**src/rtl/rsa_pkg.sv**
```systemverilog
// ---------------------------------------------------------------------------
// rsa_pkg
// Shared definitions for the Montgomery multiplier slice.
//   state_t        : controller states (IDLE, RUN, DONE)
//   internal_width : carry-save datapath width for a given operand width
//   counter_width  : iteration counter width for a given operand width
// ---------------------------------------------------------------------------
package rsa_pkg;

  typedef enum logic [1:0] {
    IDLE = 2'd0,
    RUN  = 2'd1,
    DONE = 2'd2
  } state_t;

  // The redundant accumulators carry two guard bits on top of the operand
  // width.  The sum S+C stays below 2N, and each vector stays below 2^(W-1).
  function automatic int internal_width(input int data_width);
    return data_width + 2;
  endfunction

  // The counter must be able to hold DATA_WIDTH, the value it has after the
  // final iteration.
  function automatic int counter_width(input int data_width);
    return $clog2(data_width + 1);
  endfunction

endpackage

```
**src/rtl/csa_3to2.sv**
```systemverilog
// ---------------------------------------------------------------------------
// csa_3to2
// Combinational 3:2 carry-save compressor.  x + y + z == sum + carry.
// Parameters:
//   WIDTH  width of the three input vectors
// Ports:
//   x, y, z  in   WIDTH    addends
//   sum      out  WIDTH    bitwise sum (x ^ y ^ z)
//   carry    out  WIDTH+1  majority vector shifted up by one bit
// ---------------------------------------------------------------------------
module csa_3to2 #(
  parameter int WIDTH = 8
) (
  input  logic [WIDTH-1:0] x,
  input  logic [WIDTH-1:0] y,
  input  logic [WIDTH-1:0] z,
  output logic [WIDTH-1:0] sum,
  output logic [WIDTH:0]   carry
);

  // Every bit position is compressed independently.  The carry vector is
  // one bit wider so that no carry out of the top bit is ever lost.
  always_comb begin
    sum   = x ^ y ^ z;
    carry = {((x & y) | (x & z) | (y & z)), 1'b0};
  end

endmodule

```
**src/rtl/mont_csa_multiplier.sv**
```systemverilog
// ---------------------------------------------------------------------------
// mont_csa_multiplier
// Radix-2 Montgomery multiplier with carry-save accumulation.  Computes
// A*B*2^-DATA_WIDTH mod N, leaving the result in redundant form (s0_r, s1_r)
// with s0_r + s1_r < 2N.  One iteration is performed per enabled clock.
// The downstream final_adder (DATA_WIDTH+1 wide) is kicked off by
// start_final_addition.
//
// Build option:
//   MONT_OUT_REG_EN  when defined, s0_r/s1_r are dedicated registers loaded
//                    only when a result completes.  They hold the previous
//                    result while the next multiplication runs.  When
//                    undefined, s0_r/s1_r are direct views of the
//                    accumulators.
//
// Parameters:
//   DATA_WIDTH  operand/modulus width, also the iteration count
// Ports:
//   clk                   in   1             clock, rising edge
//   rst                   in   1             asynchronous active-high reset
//   ce                    in   1             clock enable, low freezes all state
//   start                 in   1             begin a multiplication (IDLE only)
//   a, b                  in   DATA_WIDTH    operands, each less than n
//   n                     in   DATA_WIDTH    odd modulus
//   busy                  out  1             high whenever not IDLE
//   s0_r                  out  DATA_WIDTH+1  carry-save sum vector
//   s1_r                  out  DATA_WIDTH+1  carry-save carry vector
//   start_final_addition  out  1             high while in DONE
// ---------------------------------------------------------------------------
module mont_csa_multiplier
  import rsa_pkg::*;
#(
  parameter int DATA_WIDTH = 6
) (
  input  logic                  clk,
  input  logic                  rst,
  input  logic                  ce,
  input  logic                  start,
  input  logic [DATA_WIDTH-1:0] a,
  input  logic [DATA_WIDTH-1:0] b,
  input  logic [DATA_WIDTH-1:0] n,
  output logic                  busy,
  output logic [DATA_WIDTH:0]   s0_r,
  output logic [DATA_WIDTH:0]   s1_r,
  output logic                  start_final_addition
);

  localparam int W  = internal_width(DATA_WIDTH);
  localparam int CW = counter_width(DATA_WIDTH);
  localparam logic [CW-1:0] LAST_ITER = CW'(DATA_WIDTH - 1);

  state_t                state;
  state_t                state_nxt;
  logic [CW-1:0]         cnt;
  logic [W-1:0]          s_q;
  logic [W-1:0]          c_q;
  logic [DATA_WIDTH-1:0] a_q;
  logic [DATA_WIDTH-1:0] b_q;
  logic [DATA_WIDTH-1:0] n_q;

  logic                  a_bit;
  logic                  q;
  logic                  last_iter;
  logic [W-1:0]          addend_b;
  logic [W-1:0]          s1;
  logic [W:0]            c1;
  logic [W:0]            addend_n;
  logic [W:0]            s2;
  logic [W+1:0]          c2;
  logic [W-1:0]          s_next;
  logic [W-1:0]          c_next;
  logic                  unused_bits;

  // Datapath for one iteration: add a_i*B into the redundant accumulator,
  // then add q*N where q makes the sum even, so the halving is exact.
  // Bit 0 of c1 is always 0, so q only depends on the sum vector.
  always_comb begin
    a_bit     = |(a_q & (DATA_WIDTH'(1) << cnt));
    addend_b  = a_bit ? {{(W - DATA_WIDTH){1'b0}}, b_q} : '0;
    q         = s1[0];
    addend_n  = q ? {{(W + 1 - DATA_WIDTH){1'b0}}, n_q} : '0;
    s_next    = s2[W:1];
    c_next    = c2[W:1];
    last_iter = (cnt == LAST_ITER);
  end

  csa_3to2 #(.WIDTH(W)) u_csa_ab (
    .x     (s_q),
    .y     (c_q),
    .z     (addend_b),
    .sum   (s1),
    .carry (c1)
  );

  csa_3to2 #(.WIDTH(W + 1)) u_csa_qn (
    .x     ({1'b0, s1}),
    .y     (c1),
    .z     (addend_n),
    .sum   (s2),
    .carry (c2)
  );

  // Bits dropped by the exact halving and the top guard bits, which the
  // result bound keeps at zero.
  assign unused_bits = ^{s2[0], c2[0], c2[W+1], s_next[W-1], c_next[W-1]};

  // State register.
  always_ff @(posedge clk or posedge rst) begin
    if (rst) begin
      state <= IDLE;
    end else if (ce) begin
      state <= state_nxt;
    end
  end

  // Next-state logic.  A start outside IDLE is simply ignored.
  always_comb begin
    state_nxt = state;
    case (state)
      IDLE:    if (start)     state_nxt = RUN;
      RUN:     if (last_iter) state_nxt = DONE;
      DONE:                   state_nxt = IDLE;
      default:                state_nxt = IDLE;
    endcase
  end

  // Moore outputs.
  always_comb begin
    busy                 = (state != IDLE);
    start_final_addition = (state == DONE);
  end

  // Operand latch, accumulators and iteration counter.  Starting clears the
  // accumulators; each RUN cycle performs one iteration.
  always_ff @(posedge clk or posedge rst) begin
    if (rst) begin
      cnt <= '0;
      s_q <= '0;
      c_q <= '0;
      a_q <= '0;
      b_q <= '0;
      n_q <= '0;
    end else if (ce) begin
      case (state)
        IDLE: begin
          if (start) begin
            a_q <= a;
            b_q <= b;
            n_q <= n;
            s_q <= '0;
            c_q <= '0;
            cnt <= '0;
          end
        end
        RUN: begin
          s_q <= s_next;
          c_q <= c_next;
          cnt <= cnt + 1'b1;
        end
        default: begin
        end
      endcase
    end
  end

`ifdef MONT_OUT_REG_EN
  logic [DATA_WIDTH:0] out_s_q;
  logic [DATA_WIDTH:0] out_c_q;

  // Result registers capture the final iteration as it is computed, so they
  // carry the new result at the same time the FSM enters DONE.
  always_ff @(posedge clk or posedge rst) begin
    if (rst) begin
      out_s_q <= '0;
      out_c_q <= '0;
    end else if (ce && (state == RUN) && last_iter) begin
      out_s_q <= s_next[W-2:0];
      out_c_q <= c_next[W-2:0];
    end
  end

  assign s0_r = out_s_q;
  assign s1_r = out_c_q;
`else
  // Direct views of the accumulators; the top guard bit is always zero.
  assign s0_r = s_q[W-2:0];
  assign s1_r = c_q[W-2:0];
`endif

endmodule

```
**config.mk**
```make
export PLATFORM = sky130hd
export DESIGN_NAME = mont_csa_multiplier
export DESIGN_NICKNAME = d
export VERILOG_FILES = /design/src/rtl/rsa_pkg.sv /design/src/rtl/csa_3to2.sv /design/src/rtl/mont_csa_multiplier.sv
export SDC_FILE = /design/constraint.sdc
export NUM_CORES = 1
export LEC_CHECK = 0
export CORE_AREA = 2 2 72 74
export CTS_CLUSTER_DIAMETER = 80
export CTS_CLUSTER_SIZE = 20
export DETAILED_ROUTE_END_ITERATION = 8
export DIE_AREA = 0 0 74 76
export GPL_TIMING_DRIVEN = 1
export PLACE_DENSITY = 0.76
export SLEW_MARGIN = 20
export SYNTH_ARGS = -nofsm -noshare
export SYNTH_HDL_FRONTEND = slang
export SYNTH_SLANG_ARGS = --single-unit
```
**constraint.sdc**
```tcl
create_clock -name clk -period 2.7 [get_ports clk]
set_clock_uncertainty 0.15 [all_clocks]
set_input_delay 0.54 -clock clk [delete_from_list [all_inputs] [get_ports clk]]
set_output_delay 0.54 -clock clk [all_outputs]
set_load 0.02 [all_outputs]
```
== Word-level counts from Yosys, hierarchy flattened ==
Index checks and enable logic that the tools add are counted.
Cells by class
  add/subtract/negate cells: 1
  $mul: 0
  divide/modulo/power cells: 0
  magnitude comparators: 0
  equal/unequal tests: 5
  shifts and indexed selects: 1
  muxes and demuxes: 10
  bitwise operators: 15
  reductions and logical operators: 7
Operator list (count)
  AND 8 x 6 -> 8 bit: 4
  OR 8 bit: 4
  case mux 8 bit (2 select lines): 2
  AND 8 bit: 2
  2-to-1 mux 6 bit: 2
  AND reduction 3 bit: 3
  bitwise XOR 8 x 9 -> 9 bit: 1
  bitwise XOR 9 x 6 -> 9 bit: 1
  2-to-1 mux 8 bit: 1
  bitwise XOR 8 x 6 -> 8 bit: 1
  bitwise XOR 8 bit: 1
  AND 6 bit: 1
  case mux 3 bit (2 select lines): 1
  OR reduction 6 bit: 1
  << shifter 1 x 3 -> 6 bit (first input constant): 1
  2-to-1 mux 2 bit: 2
  != test 2 bit (second input constant): 2
  case mux 2 bit (2 select lines): 1
  nonzero test 2 bit: 2
  adder 3 x 1 -> 3 bit (second input constant): 1
  == test 3 bit (second input constant): 1
  2-to-1 mux 3 bit: 1
  == test 2 x 1 -> 1 bit (second input constant): 1
  == test 2 bit (second input constant): 1
  logical NOT 2 bit: 1
Word-level totals
  bits in registers: 39
  latch bits: 0
  RAM bits: 0
  bits in read-only memories: 0
  input bits: 22
  output and inout bits: 16
  logic and storage cells: 46
  memories kept: 0

== Longest topological paths before layout ==
Gate-level depths: netlist (run 1).
  depth in word-level cells: 11
  gate-level depth with buffers: 10

== Cells and area by module ==
From an unflattened synthesis (run 1), not the netlist that was laid out.
Second synthesis, totals
  cells, all modules: 157
  area, all modules: 2179.6 µm²
Modules (own cells, without submodules)
  mont_csa_multiplier: times used 1, cells an instance 136, area each 1816.7 µm², seq. area each 975.9 µm²
  csa_3to2 at u_csa_qn: times used 1, cells an instance 11, area each 191.4 µm², seq. area each 0.0 µm²
  csa_3to2 at u_csa_ab: times used 1, cells an instance 10, area each 171.4 µm², seq. area each 0.0 µm²

== Worst setup path before layout (run 1) ==
Ideal clock, no wire load.
  kind: reg2reg
  start: register cnt[0]
  end: register s_q[0]
  library setup time: 0.125 ns
  arrival: 2.611 ns
  data required time: 2.425 ns
  slack: -0.186 ns
  cell stages (with the launch flop): 11
  clock period less this slack: 2.886 ns
  path through: dfrtp_1 > ha_1 > ha_1 > a32oi_1 > o221ai_1 > nand2_1 > fa_1 > nand2b_1 > fa_1 > nor2_1 > mux2_2
On the way
  cells in the longest elaborated chain, start to end: 10
Ends and longest elaborated chain
  from (decl): RTL line mont_csa_multiplier.sv:54  | logic [CW-1:0] cnt;
  from (signal assigned): RTL line mont_csa_multiplier.sv:158  | cnt <= cnt + 1'b1;
  << shifter 1 x 3 -> 6 bit *: RTL line mont_csa_multiplier.sv:78  | a_bit = |(a_q & (DATA_WIDTH'(1) << cnt));
  AND 6 bit *: RTL line mont_csa_multiplier.sv:78
  OR reduction 6 bit *: RTL line mont_csa_multiplier.sv:78
  2-to-1 mux 6 bit *: RTL line mont_csa_multiplier.sv:79  | addend_b = a_bit ? {{(W - DATA_WIDTH){1'b0}}, b_q} : '0;
  AND 8 x 6 -> 8 bit: RTL line csa_3to2.sv:25  | carry = {((x & y) | (x & z) | (y & z)), 1'b0};
  OR 8 bit (2 in a row): RTL line csa_3to2.sv:25
  bitwise XOR 8 x 9 -> 9 bit: RTL line csa_3to2.sv:24  | sum = x ^ y ^ z;
  bitwise XOR 9 x 6 -> 9 bit *: RTL line csa_3to2.sv:24
  case mux 8 bit (2 select lines) *: RTL line mont_csa_multiplier.sv:144  | case (state)
  to (signal assigned): RTL line mont_csa_multiplier.sv:156  | s_q <= s_next;
  to (decl): RTL line mont_csa_multiplier.sv:55  | logic [W-1:0] s_q;
Every way passes the cells marked *; elsewhere a longest branch is shown, timed or not.
A chain may end at the register's enable or synchronous reset.

== Final worst setup path (run 1) ==
  start: register cnt[0]
  end: register s_q[4]
The elaborated chain is that of the path after synthesis.

==> metrics.txt, run 1 <==
# TYPE chip_impl_metric gauge
chip_impl_metric{name="worst_setup_slack_after_placement",unit="ps"} -215
chip_impl_metric{name="drc",unit=""} 0
chip_impl_metric{name="power.share.switching",unit="%"} 37.0
chip_impl_metric{name="routedWlPerCell",unit="um"} 14.1
chip_impl_metric{name="timing.slew.headroom",unit="%"} 25.1
chip_impl_metric{name="tritoncts_num_sinks",unit=""} 39
chip_impl_metric{name="area_delta_synth_final",unit="%"} 24.9
chip_impl_metric{name="netSwitchingPower",unit="uW"} 1150
chip_impl_metric{name="detail_route.vias_per_cell",unit=""} 4.75
chip_impl_metric{name="cts-htree-levels",unit=""} 2
chip_impl_metric{name="antenna_found_initial",unit=""} 0
chip_impl_info{name="critPathKind",value="reg -> reg"} 1
chip_impl_metric{name="complex_gate_fraction_of_the_synthesized_area",unit="%"} 3.93
chip_impl_metric{name="critical_path_peak_fanout",unit=""} 6
chip_impl_info{name="timing.hold.worst.class",value="reg -> reg"} 1
chip_impl_metric{name="final_min_period_over_clock_period",unit="%"} 108
chip_impl_info{name="clock_tree_from_tritoncts",value="built"} 1
chip_impl_metric{name="share_seq_of_total_power",unit="%"} 33.5
chip_impl_metric{name="num_vias",unit=""} 1348
chip_impl_metric{name="total_overflow_reported_by_the_global_router",unit=""} 0
chip_impl_metric{name="final_total_negative_setup_slack",unit="ps"} -992
chip_impl_metric{name="dieHeight",unit="um"} 76
chip_impl_metric{name="cp_data_arrival_time",unit="ps"} 2950
chip_impl_metric{name="vdd_ir_drop_max",unit="mV"} 0.355
chip_impl_info{name="timing.critical_path.to_type",value="register"} 1
chip_impl_metric{name="worst-slew-pin-transition",unit="ps"} 1120
chip_impl_metric{name="antennaDiodeCount",unit=""} 0
chip_impl_metric{name="setup_slack",unit="ps"} -224
chip_impl_metric{name="reg2reg_slack",unit="ps"} -220
chip_impl_metric{name="drive_above_1_share",unit="%"} 32.7
chip_impl_info{name="failing_checks",value="setup timing"} 1
chip_impl_metric{name="power.leakage",unit="uW"} 0.00130
chip_impl_metric{name="synth_seq_area_share",unit="%"} 43.2
chip_impl_metric{name="hold_bufs_at_cts",unit=""} 0
chip_impl_metric{name="synth.lib_cells_used.distinct",unit=""} 29
chip_impl_info{name="critical_path_launch_point_type",value="register"} 1
chip_impl_metric{name="max_freq",unit="GHz"} 0.342
chip_impl_metric{name="clock_transition_at_the_registers_of_the_reported_paths",unit="ps"} 70
chip_impl_metric{name="layout.cell_area.non_filler",unit="mm2"} 0.00282
chip_impl_info{name="worstHoldStart",value="c_q[7]"} 1
chip_impl_metric{name="grt_pass1_vias",unit=""} 1440
chip_impl_metric{name="dp.final_hpwl",unit="um"} 2710
chip_impl_metric{name="drt_iter0_drc",unit=""} 34
chip_impl_info{name="worstReg2RegStart",value="cnt[0]"} 1
chip_impl_metric{name="synthesis.yosys.warnings",unit=""} 0
chip_impl_metric{name="r2r.worst_path.cells",unit=""} 10
chip_impl_metric{name="placement_rows",unit=""} 26
chip_impl_metric{name="maxCapViolations",unit=""} 0
chip_impl_metric{name="floorplan.initialDensity",unit="%"} 46.0
chip_impl_metric{name="synth-adder-area-share",unit="%"} 14.7
chip_impl_metric{name="post_synthesis_mux_area_share",unit="%"} 18.4
chip_impl_metric{name="firstDrtPassIters",unit=""} 4
chip_impl_info{name="synth_top_family_by_area",value="multiplexers"} 1
chip_impl_metric{name="post_synth_instance_area",unit="mm2"} 0.00226
chip_impl_metric{name="syn-instance-count",unit=""} 180
chip_impl_info{name="layout.cells.most_common",value="dfrtp_1"} 1
chip_impl_metric{name="layout.filler_cells",unit=""} 418
chip_impl_metric{name="whs_path_depth",unit=""} 1
chip_impl_metric{name="die-area",unit="mm2"} 0.00562
chip_impl_metric{name="finish.net_count",unit=""} 255
chip_impl_metric{name="timing.final.max_slew_violations",unit=""} 0
chip_impl_metric{name="gp_congestion",unit=""} 0.701
chip_impl_info{name="unrepaired_setup_endpoints_after_global_routing",value="yes"} 1
chip_impl_metric{name="report.final.setup_viol",unit=""} 6
chip_impl_metric{name="global_route.usage.total",unit="%"} 15.8
chip_impl_metric{name="core",unit="mm2"} 0.00491
chip_impl_metric{name="final_cell_count_no_fill",unit=""} 284
chip_impl_metric{name="routed_wl",unit="um"} 4010
chip_impl_metric{name="synth_area_per_cell",unit="um2"} 12.6
chip_impl_metric{name="power_report.internal_total",unit="uW"} 1960
chip_impl_metric{name="power.clock.fraction",unit="%"} 12.0
chip_impl_info{name="layout.cells.most_common_list",value="38 x dfrtp_1, 37 x clkdlybuf4s50_1, 19 x inv_1"} 1
chip_impl_metric{name="synth_xor_xnor_area_share",unit="%"} 0
chip_impl_info{name="run_status",value="finished, violations left"} 1
chip_impl_metric{name="drt.antenna.violating_nets",unit=""} 0
chip_impl_metric{name="port_buffers",unit=""} 37
chip_impl_info{name="min_delay_worst_endpoint",value="c_q[7]"} 1
chip_impl_metric{name="largest_net_degree_at_the_start_of_global_routing",unit=""} 40
chip_impl_metric{name="floorplan.die.width",unit="um"} 74
chip_impl_info{name="critical_path.reg2reg.endpoint",value="s_q[4]"} 1
chip_impl_metric{name="first_pass_grt_wire_length",unit="um"} 6760
chip_impl_metric{name="min_period",unit="ps"} 2920
chip_impl_metric{name="ctsLongestPathBuffers",unit=""} 2
chip_impl_metric{name="pin_count",unit=""} 38
chip_impl_metric{name="tritoncts.num_buffers",unit=""} 5
chip_impl_metric{name="clk-insertion-delay-late",unit="ps"} 290
chip_impl_metric{name="final_core_utilization",unit="%"} 57.5
chip_impl_metric{name="placement.cell_area",unit="mm2"} 0.00265
chip_impl_metric{name="p_comb_share",unit="%"} 54.5
chip_impl_metric{name="synth-simple-area-share",unit="%"} 8.97
chip_impl_metric{name="ys_seq_elements",unit=""} 39
chip_impl_info{name="clockRootBuffer",value="clkbuf_8"} 1
chip_impl_metric{name="cp.required",unit="ps"} 2730
chip_impl_metric{name="synth.net_count",unit=""} 222
chip_impl_metric{name="hold_viol_final",unit=""} 0
chip_impl_metric{name="dp.cells",unit=""} 275
chip_impl_metric{name="power_density",unit="mW/mm2"} 1100
## synth_stat cells
| cell | instances | area (um2) |
|---|---|---|
| fa_1 | 11 | 220 |
| inv_1 | 20 | 75.1 |
| a21boi_0 | 1 | 7.51 |
| buf_12 | 2 | 40.0 |
| nor2b_4 | 1 | 13.8 |
| o22ai_1 | 1 | 6.26 |
| mux2i_1 | 4 | 40.0 |
| o221ai_1 | 1 | 8.76 |
| o21ai_0 | 1 | 5.00 |
| a31oi_1 | 1 | 6.26 |
| a32oi_1 | 1 | 8.76 |
| o21ai_2 | 1 | 8.76 |
| nand3_1 | 2 | 10.0 |
| mux2_4 | 10 | 150 |
| buf_4 | 15 | 113 |
| mux2_2 | 20 | 225 |
| nand2b_1 | 6 | 37.5 |
| a22oi_1 | 1 | 7.51 |
| nor2_1 | 13 | 48.8 |
| ha_1 | 9 | 113 |
| nand2_1 | 7 | 26.3 |
| dfrtp_1 | 39 | 976 |
| buf_2 | 1 | 5.00 |
| and4_2 | 4 | 40.0 |
| buf_6 | 1 | 11.3 |
| a21o_1 | 4 | 30.0 |
| or3b_2 | 1 | 8.76 |
| nand4_1 | 1 | 6.26 |
| and3_4 | 1 | 11.3 |
## worst max-delay path by stage
stage | start | end | slack (ps) | depth (start not counted)
finish | cnt[0] | s_q[4] | -220 | 10
global route | cnt[0] | s_q[4] | -320 | 10
CTS | cnt[0] | s_q[3] | -170 | 10
detailed placement | cnt[0] | s_q[1] | -210 | 10
global placement | cnt[1] | s_q[4] | -150 | 10
floorplan | cnt[0] | s_q[0] | -130 | 10
## cells by family (layout without fill, tap and decap cells)
family,Yosys count,after routing
multiplexers,34,34
flip-flops,39,39
buffers and inverters,39,73
AO/OA/AOI/OAI,12,12
AND/OR/NAND/NOR,36,36
adder cells (fa/ha/maj),20,20
## cell type report
cell class                 instances  area (um2)  share of cell area [%]
multi-input combinational        102        1170                    41.4
timing repair buffer              45         434                    15.4
clock inverter                     1        5.00                   0.177
clock buffer                       7        76.3                    2.70
sequential                        39         977                    34.6
tap                               70        87.6                    3.10
inverter                          20        75.1                    2.66
## stage by stage
step,hold slack (ps),total power (uW)
floorplan,303,2350
global placement,314,2560
detailed placement,326,2590
CTS,351,3050
global route,372,3400
finish,348,3120
## registers in the layout, summed over array words and instances, names as in the netlist
signal / count
a_q: 6
state: 2
b_q: 6
s_q: 8
cnt: 3
c_q: 8
n_q: 6
## per-layer routing
layer,track usage [%],part of all wire (%)
met1,21.2,46
met2,24.6,48
met3,4.76,4.4
met4,4.91,1.2
met5,0,0
## power by group through the flow
stage	clock network (uW)	registers (uW)	logic (uW)
after floorplan	0	972	1380
after global placement	0	1020	1540
after detailed placement	0	1020	1570
after CTS	385	1020	1640
after global routing	413	1080	1910
final	375	1040	1700
## what timing repair did
item / CTS / global route
pin swaps: 8 / 8
endpoints found under the hold margin: 0 / 0
setup endpoints to repair: 10 / 10
setup buffers: 1 / 0
gates resized for setup: 9 / 11
## worst max-delay path, stage by stage, from the launching register on
cell,delay [ps]
dfrtp_2,470
ha_4,180
ha_4,150
a32oi_2,160
o221ai_2,140
nand2_1,100
fa_2,480
nand2b_4,170
fa_1,510
nor2_1,50
mux2_4,260
Note: power is estimated with default switching activity, not from simulation.
==> run 2, diff against run 1 <==
--- a/constraint.sdc
+++ b/constraint.sdc
@@ -3,3 +3,3 @@
 set_input_delay 0.54 -clock clk [delete_from_list [all_inputs] [get_ports clk]]
 set_output_delay 0.54 -clock clk [all_outputs]
-set_load 0.02 [all_outputs]
+set_load 0.1 [all_outputs]
==> run 2 against run 1 <==
  * The run still ends with setup timing left
  * Sequential share of layout area increased by 0.46 points
  * Worst hold slack got worse by 12 ps
  * Final cell count increased by 0.35%
  * Critical endpoint is now s_q[2]
  * Worst setup slack improved by 30 ps
  * Global-route usage about the same
  * Critical path type unchanged
==> metrics.txt, run 2 (synthesis results as in run 1) <==
# TYPE chip_impl_metric gauge
chip_impl_metric{name="hold_bufs_at_cts",unit=""} 0
chip_impl_metric{name="pin_count",unit=""} 38
chip_impl_info{name="min_delay_worst_endpoint",value="c_q[7]"} 1
chip_impl_metric{name="routed_wl",unit="um"} 3940
chip_impl_info{name="unrepaired_setup_endpoints_after_global_routing",value="yes"} 1
chip_impl_metric{name="detail_route.vias_per_cell",unit=""} 4.78
chip_impl_metric{name="gp_congestion",unit=""} 0.702
chip_impl_info{name="timing.hold.worst.class",value="reg -> reg"} 1
chip_impl_info{name="cp-startpoint",value="cnt[0]"} 1
chip_impl_metric{name="total_overflow_reported_by_the_global_router",unit=""} 0
chip_impl_metric{name="num_vias",unit=""} 1361
chip_impl_metric{name="ctsLongestPathBuffers",unit=""} 2
chip_impl_metric{name="cpPeakStageDelay",unit="ps"} 560
chip_impl_metric{name="final_cell_count_no_fill",unit=""} 285
chip_impl_metric{name="dp.cells",unit=""} 275
chip_impl_metric{name="drive_above_1_share",unit="%"} 40.0
chip_impl_info{name="cpLargestDelayFamily",value="adder cells"} 1
chip_impl_metric{name="clk-insertion-delay-late",unit="ps"} 290
chip_impl_metric{name="area_delta_synth_final",unit="%"} 23.4
chip_impl_info{name="run_status",value="finished, violations left"} 1
chip_impl_metric{name="critical_path_cell_count",unit=""} 10
chip_impl_metric{name="port_buffers",unit=""} 37
chip_impl_metric{name="drc",unit=""} 0
chip_impl_metric{name="reg2reg_slack",unit="ps"} -190
chip_impl_info{name="ordered_list_of_cells_on_the_worst_path",value="ha_4, ha_4, a32oi_2, o221ai_2, buf_6, nand2_1, fa_1, fa_1, nor2_1, mux2_2"} 1
chip_impl_info{name="clock_tree_from_tritoncts",value="built"} 1
chip_impl_info{name="worstHoldStart",value="c_q[7]"} 1
chip_impl_metric{name="drt.antenna.violating_nets",unit=""} 0
chip_impl_metric{name="largest_net_degree_at_the_start_of_global_routing",unit=""} 40
chip_impl_info{name="clockRootBuffer",value="clkbuf_8"} 1
chip_impl_metric{name="max_freq",unit="GHz"} 0.345
chip_impl_metric{name="final_min_period_over_clock_period",unit="%"} 107
chip_impl_metric{name="report.final.setup_viol",unit=""} 5
chip_impl_metric{name="dieHeight",unit="um"} 76
chip_impl_metric{name="r2r.worst_path.cells",unit=""} 10
chip_impl_info{name="largestRegisters",value="c_q (8), s_q (8)"} 1
chip_impl_metric{name="cp.required",unit="ps"} 2730
chip_impl_metric{name="layout.filler_cells",unit=""} 401
chip_impl_metric{name="maxCapViolations",unit=""} 0
chip_impl_info{name="worstReg2RegStart",value="cnt[0]"} 1
chip_impl_metric{name="firstDrtPassIters",unit=""} 4
chip_impl_metric{name="first_pass_grt_wire_length",unit="um"} 6780
chip_impl_metric{name="path_buf_inv",unit=""} 1
chip_impl_metric{name="grt_pass1_vias",unit=""} 1480
chip_impl_metric{name="setup_slack",unit="ps"} -195
chip_impl_metric{name="min_period",unit="ps"} 2890
chip_impl_metric{name="worst-slew-pin-transition",unit="ps"} 1040
chip_impl_metric{name="vdd_ir_drop_max",unit="mV"} 0.437
chip_impl_metric{name="global_route.usage.total",unit="%"} 15.8
chip_impl_info{name="timing.critical_path.to_type",value="register"} 1
chip_impl_metric{name="tritoncts_num_sinks",unit=""} 39
chip_impl_info{name="critPathKind",value="reg -> reg"} 1
chip_impl_metric{name="clock_transition_at_the_registers_of_the_reported_paths",unit="ps"} 70
chip_impl_metric{name="drt_iter0_drc",unit=""} 39
chip_impl_metric{name="timing.slew.headroom",unit="%"} 30.8
chip_impl_metric{name="power.leakage",unit="uW"} 0.00131
chip_impl_metric{name="core",unit="mm2"} 0.00491
chip_impl_metric{name="tritoncts.num_buffers",unit=""} 5
chip_impl_metric{name="placement_rows",unit=""} 26
chip_impl_info{name="critical_path.reg2reg.endpoint",value="s_q[2]"} 1
chip_impl_metric{name="routedWlPerCell",unit="um"} 13.8
chip_impl_info{name="layout.cells.most_common_list",value="37 x dfrtp_1, 23 x buf_4, 21 x clkdlybuf4s50_1"} 1
chip_impl_metric{name="final_core_utilization",unit="%"} 56.8
chip_impl_metric{name="dp.final_hpwl",unit="um"} 2780
chip_impl_metric{name="critical_path_peak_fanout",unit=""} 5
chip_impl_metric{name="multiInputGateArea",unit="mm2"} 0.00114
chip_impl_metric{name="layout.area.seq",unit="um2"} 978
chip_impl_metric{name="antennaDiodeCount",unit=""} 0
chip_impl_metric{name="cp_data_arrival_time",unit="ps"} 2930
chip_impl_metric{name="whs_path_depth",unit=""} 1
chip_impl_metric{name="power_density",unit="mW/mm2"} 1260
chip_impl_info{name="crit_path_top_delay_cell",value="fa_1"} 1
chip_impl_metric{name="finish.net_count",unit=""} 256
chip_impl_metric{name="hold_viol_final",unit=""} 0
chip_impl_metric{name="die-area",unit="mm2"} 0.00562
chip_impl_info{name="critical_path_launch_point_type",value="register"} 1
chip_impl_metric{name="timing.final.max_slew_violations",unit=""} 0
chip_impl_metric{name="cts-htree-levels",unit=""} 2
chip_impl_info{name="layout.cells.most_common",value="dfrtp_1"} 1
chip_impl_metric{name="antenna_found_initial",unit=""} 0
chip_impl_metric{name="hold_slack",unit="ps"} 337
chip_impl_metric{name="floorplan.initialDensity",unit="%"} 46.0
chip_impl_metric{name="floorplan.die.width",unit="um"} 74
chip_impl_info{name="failing_checks",value="setup timing"} 1
## run 2: stage by stage
step / setup slack [ps] / TNS [ps] / power, uW / area (um2)
3_5_place_dp: -227 / -1170 / 3000 / 2610
3_3_place_gp: -152 / -743 / 2950 / 2610
2_1_floorplan: -126 / -629 / 2810 / 2310
5_1_grt: -292 / -1890 / 3820 / 2790
4_1_cts: -204 / -894 / 3510 / 2750
6_report: -195 / -930 / 3530 / 2790
## run 2: timing repair
item                                    4_1_cts  5_1_grt
pin swaps                                     3        8
endpoints found under the setup margin       10       10
resized for setup                             7        8
buffers inserted                              2        0
## run 2: final cells by class
| type | instances | area share [%] |
|---|---|---|
| Timing Repair Buffer | 46 | 14.5 |
| Sequential cell | 39 | 35.1 |
| Clock buffer | 8 | 3.59 |
| Inverter | 20 | 2.69 |
| Multi-Input combinational cell | 102 | 41.0 |
| Tap cell | 70 | 3.14 |
## run 2: routing by layer
metal  GRT usage (%)  vias up  part of all wire [%]
met2            25.1       31                    49
met3            4.50        8                   4.2
met4            6.36        0                   2.2
met5               0        -                     0
met1            20.2      673                    44
li1                -      649                     -
## run 2: how the worst max path moves through the flow
stage,end,slack (ps)
after floorplan,s_q[0],-130
after global placement,s_q[4],-150
after detailed placement,s_q[3],-230
after CTS,s_q[3],-200
after global routing,s_q[2],-290
final,s_q[2],-190
## run 2: power breakdown
group	internal, uW	switching (uW)
Combinational	928	1130
Clock	233	197
Sequential	823	212
Total	1980	1540
